**src/rtl/dwa_dac_encoder.sv**
```systemverilog
`default_nettype none
// ============================================================================
// Module      : dwa_dac_encoder
// Description : Unit-element DAC encoder. Turns an unsigned code (count of
//               elements to turn on) into a one-hot-per-element enable vector.
//               It can produce a fixed thermometer code, or use data-weighted
//               averaging (DWA). DWA rotates the selected run of elements
//               around the array using a pointer. An optional LFSR dither adds
//               0 or 1 to the pointer step to break up tonal patterns.
// Ports       : clk       - rising-edge clock
//               rst_n     - asynchronous active-low reset
//               en        - sample strobe
//               mode      - 00 thermometer, 01/11 DWA, 10 DWA + dither
//               code      - number of elements to enable (0..N_EL-1)
//               el_out    - registered unit-element enables
//               ptr_out   - registered rotation pointer
//               valid_out - registered copy of en
// Revision    : 1.0 - initial release
// ============================================================================
module dwa_dac_encoder #(
    parameter int IN_W = 4
) (
    input  logic                  clk,
    input  logic                  rst_n,
    input  logic                  en,
    input  logic [1:0]            mode,
    input  logic [IN_W-1:0]       code,
    output logic [(1<<IN_W)-1:0]  el_out,
    output logic [IN_W-1:0]       ptr_out,
    output logic                  valid_out
);

    localparam int N_EL = 2**IN_W;

    localparam logic [1:0]  c_MODE_THERM  = 2'b00;
    localparam logic [1:0]  c_MODE_DITHER = 2'b10;
    localparam logic [15:0] c_LFSR_SEED   = 16'hACE1;

    logic [N_EL-1:0] r_el;
    logic [IN_W-1:0] r_ptr;
    logic            r_valid;
    logic [15:0]     r_lfsr;

    logic            w_is_therm;
    logic            w_is_dither;
    logic            w_dither;
    logic            w_lfsr_fb;
    logic [15:0]     w_lfsr_next;
    logic [IN_W-1:0] w_base;
    logic [IN_W-1:0] w_ptr_next;
    logic [N_EL-1:0] w_el_next;

    assign w_is_therm  = (mode == c_MODE_THERM);
    assign w_is_dither = (mode == c_MODE_DITHER);

    // Fibonacci LFSR, taps 16/14/13/11 expressed as right-shift bit indices
    // 0/2/3/5. The dither bit is the LSB before the shift.
    assign w_lfsr_fb   = r_lfsr[0] ^ r_lfsr[2] ^ r_lfsr[3] ^ r_lfsr[5];
    assign w_lfsr_next = {w_lfsr_fb, r_lfsr[15:1]};
    assign w_dither    = w_is_dither & r_lfsr[0];

    // Thermometer mode is a DWA selection anchored at element 0. This makes
    // both modes share a single selection network.
    assign w_base = w_is_therm ? '0 : r_ptr;

    // Pointer arithmetic wraps naturally at IN_W bits (mod N_EL).
    assign w_ptr_next = w_is_therm ? r_ptr
                                   : (r_ptr + code + IN_W'(w_dither));

    // Element j is on when its distance from the base, taken modulo N_EL,
    // is less than code. This gives exactly `code` bits set at any pointer
    // value, including selections that wrap past the top of the array.
    for (genvar gj = 0; gj < N_EL; gj++) begin : g_sel
        logic [IN_W-1:0] w_off;
        assign w_off         = IN_W'(gj) - w_base;
        assign w_el_next[gj] = (w_off < code);
    end

    always_ff @(posedge clk or negedge rst_n) begin
        if (!rst_n) begin
            r_el    <= '0;
            r_ptr   <= '0;
            r_valid <= 1'b0;
            r_lfsr  <= c_LFSR_SEED;
        end else begin
            r_valid <= en;
            if (en) begin
                r_el  <= w_el_next;
                r_ptr <= w_ptr_next;
                if (w_is_dither) begin
                    r_lfsr <= w_lfsr_next;
                end
            end
        end
    end

    assign el_out    = r_el;
    assign ptr_out   = r_ptr;
    assign valid_out = r_valid;

endmodule
`default_nettype wire

```
**config.mk**
```make
export PLATFORM = sky130hd
export DESIGN_NAME = dwa_dac_encoder
export DESIGN_NICKNAME = d
export VERILOG_FILES = /design/src/rtl/dwa_dac_encoder.sv
export SDC_FILE = /design/constraint.sdc
export NUM_CORES = 1
export LEC_CHECK = 0
export BUFFER_PORTS_ARGS = -buffer_cell sky130_fd_sc_hd__buf_2
export CORE_MARGIN = 10
export CORE_UTILIZATION = 50
export DETAILED_ROUTE_END_ITERATION = 16
export HOLD_SLACK_MARGIN = 0.06
export PLACE_DENSITY = 0.67
export SETUP_SLACK_MARGIN = 0.3
export SLEW_MARGIN = 20
export SYNTH_ARGS = -nofsm -noshare
export SYNTH_HDL_FRONTEND = slang
export SYNTH_SLANG_ARGS = --single-unit
```
**constraint.sdc**
```tcl
create_clock -name clk -period 2.9 [get_ports clk]
set_input_delay 0.435 -clock clk [delete_from_list [all_inputs] [get_ports clk]]
set_output_delay 0.435 -clock clk [all_outputs]
set_load 0.05 [all_outputs]
```
==> flow_summary.json <==
{
  "final_area_sq_mm": 0.002811,
  "stdcell_count": 351,
  "path_cells": "o21ai_0 -> xor2_1 -> or2_2 -> ha_1 -> nand2_1 -> a31oi_1 -> a21oi_1",
  "placed_area_sq_mm": 0.002725,
  "switchingPower_mw": 1.562,
  "firstDrtPassIters": 4,
  "dieArea_sq_mm": 0.008395,
  "reg2reg_to": "el_out[12]",
  "die_w_um": 91.63,
  "syn_area_sq_mm": 0.002565,
  "cts-root-buf": "clkbuf_8",
  "start_kind": "register",
  "fin_crit_ps": 2049,
  "p_leak_nw": 1.385,
  "mappedNetlistNets": 293,
  "avgSynthCellArea_sq_um": 10.14,
  "setup_viol": 0,
  "overflow": 0,
  "cellPowerDensity_mw_per_mm2": 1101,
  "yosysUniqueCellTypes": 39,
  "drt-initial-drc-count": 81,
  "ys_warn_count": 0,
  "register_area_sq_um": 935.9,
  "cts_sinks": 37,
  "muxShareOfSynthArea": 0.08634,
  "synthArstFlopShare": 1.000,
  "critPathBufInv": 0,
  "gp_congestion": 0.8651,
  "synthSimpleGateAreaFrac": 0.1312,
  "port_buffers": 29,
  "power_frac_clock": 0.114,
  "grt_antenna_before_repair": 0,
  "io_pins": 30,
  "drive_gt1_frac": 0.2705,
  "cpLargestDelayFamily": "flip-flops",
  "yosys-top-cells-count": "29 x dfrtp_1, 29 x ha_1, 27 x nand2_1, 23 x inv_1, 13 x a21oi_1",
  "routedWlPerCell_um": 13.35,
  "p_seq_frac": 0.271,
  "period_share": 0.7065,
  "routed_wirelength_um": 4687,
  "htree_num_levels": 2,
  "internal_power_mw": 1.533,
  "clkLatencyLatePin_ps": 290,
  "diodes": 0,
  "grt_max_degree": 38,
  "place_ws_ps": 860.5,
  "fin_ws_ps": 851.0,
  "num_rows": 26,
  "crit_required_ps": 3080,
  "fmax_mhz": 488.0,
  "cts_tree": "done",
  "hold_buffers": 0,
  "initial_utilization": 0.5087,
  "rsz0062_at_grt": "false",
  "crit_start": "ptr_out[1]",
  "ir_drop_mv": 0.5552,
  "ctsResizeCount": 0,
  "drcViolationCount": 0,
  "ant_nets": 0,
  "clk_path_buf_depth": 2,
  "synth_edf_count": 0,
  "hold_viol_final": 0,
  "crit_path_top_delay_cell": "dfrtp_1",
  "synth-xor-area-share": 0.05756,
  "synth_top_family_by_area": "adder cells",
  "cts_setup_buffers": 0,
  "die_y_um": 91.63,
  "tns_ps": 0,
  "drv_slew": 0,
  "synth-main-ff-cell": "dfrtp_1",
  "nNetsFinal": 320,
  "holdCritPathClass": "in -> async",
  "area_delta_synth_final_pct": 9.610,
  "fillCellCount": 459,
  "endpoint_kind": "register",
  "yosysTopAreaCell": "dfrtp_1",
  "grtUsageTotal": 0.1198,
  "core_area_sq_mm": 0.005042,
  "synth_top_cell_area_share": 0.2829,
  "critPathMaxFanout": 15,
  "critical_path_class": "reg -> reg",
  "cts_buffers": 5,
  "timing.rr.start": "ptr_out[1]",
  "multi_input_area_sq_mm": 0.001459,
  "sw_frac_of_total": 0.5048,
  "ys_seq_area_frac": 0.3649,
  "reg2reg_slack_ps": 850,
  "slew_headroom": 0.4561,
  "drv_cap": 0,
  "synth_compound_area_frac": 0.1366,
  "synthCells": 253,
  "path_clk_slew_ps": 80,
  "cpPeakStageDelay_ps": 690,
  "status": "finished clean",
  "clock_skew_ps": 6.300,
  "combPwrFrac": 0.615,
  "grt_pass1_wl_um": 8438,
  "arrival_ps": 2230,
  "tightest_slew_ps": 815.8,
  "dp_cells": 343,
  "synth.area.top_cells": "dfrtp_1 28%, ha_1 14%, dfstp_2 8.2%",
  "ys_ff_latch": 37,
  "path_depth": 7,
  "vias": 1781,
  "grt_pass1_vias": 1782,
  "viasPerCell": 5.074,
  "hpwl_um": 3556,
  "synthAdderAreaFrac": 0.1571,
  "rr_worst_depth": 7
}
registers in the layout, summed over array words and instances, names as in the netlist:
name	count
valid_out	1
ptr_out	4
el_out	16
r_lfsr	16
cell type report:
| type | count | area share |
|---|---|---|
| Multi-Input combinational cell | 182 | 0.5189 |
| Sequential cell | 37 | 0.3329 |
| Timing Repair Buffer | 30 | 0.05429 |
| Inverter | 24 | 0.03204 |
| Tap cell | 70 | 0.03115 |
| Clock buffer | 5 | 0.02448 |
| Clock inverter | 3 | 0.006231 |
worst register-to-register path: stages (launching register included):
cell     delay (ps)
dfrtp_1         690
o21ai_0         210
xor2_1          170
or2_2           300
ha_1            290
nand2_1          50
a31oi_1         170
a21oi_1          50
stage by stage:
stage                 util  hold WS, ps  power, mW
global route        0.5576        283.0      3.432
floorplan                -        139.4      2.396
finish              0.5576        230.9      3.095
global placement    0.5404        467.5      2.723
CTS                 0.5576        252.4      3.139
detailed placement  0.5404        471.8      2.767
layer usage:
layer,part of all wire,track usage
met4,0.016,0.04308
met5,0,0
met2,0.42,0.1759
met1,0.50,0.1577
met3,0.064,0.04319
kinds of logic (layout without fill, tap and decap cells):
group | Yosys count | count (layout)
buffers and inverters | 34 | 62
AOI/OAI and AO/OA | 52 | 52
DFF | 37 | 37
adders and majority gates | 31 | 31
and+or+nand+nor | 66 | 66
muxes | 17 | 17
xor gates and xnor gates | 16 | 16
how the worst max path moves through the flow:
stage            endpoint  slack [ps]
3_3_place_gp   ptr_out[1]         880
5_1_grt        el_out[12]         680
4_1_cts        el_out[12]         850
3_5_place_dp   ptr_out[1]         860
2_1_floorplan  el_out[13]         780
6_report       el_out[12]         850
power by group through the flow:
stage,logic [mW],registers (mW),clock network (mW)
floorplan,1.15,1.24,0
global placement,1.88,0.842,0
detailed placement,1.92,0.850,0
CTS,1.93,0.841,0.368
global route,2.17,0.870,0.394
finish,1.90,0.838,0.352
cells in the final DEF, fill, tap and decap left out, types with 3 or more instances in the layout:
master	count
nand3b_1	4
mux2_2	9
mux2_4	8
xnor2_1	8
nor2_1	12
nand3_1	3
nor2b_1	8
xor2_1	7
inv_1	23
and2_1	4
a31oi_1	10
a211oi_1	5
dfrtp_1	29
ha_1	29
buf_2	29
clkbuf_8	5
a21oi_1	13
nand2_1	27
o21ai_2	4
dfstp_2	8
a22o_1	4
or2_2	3
o21ai_0	9
No activity file was read; power rests on OpenSTA's default activity.
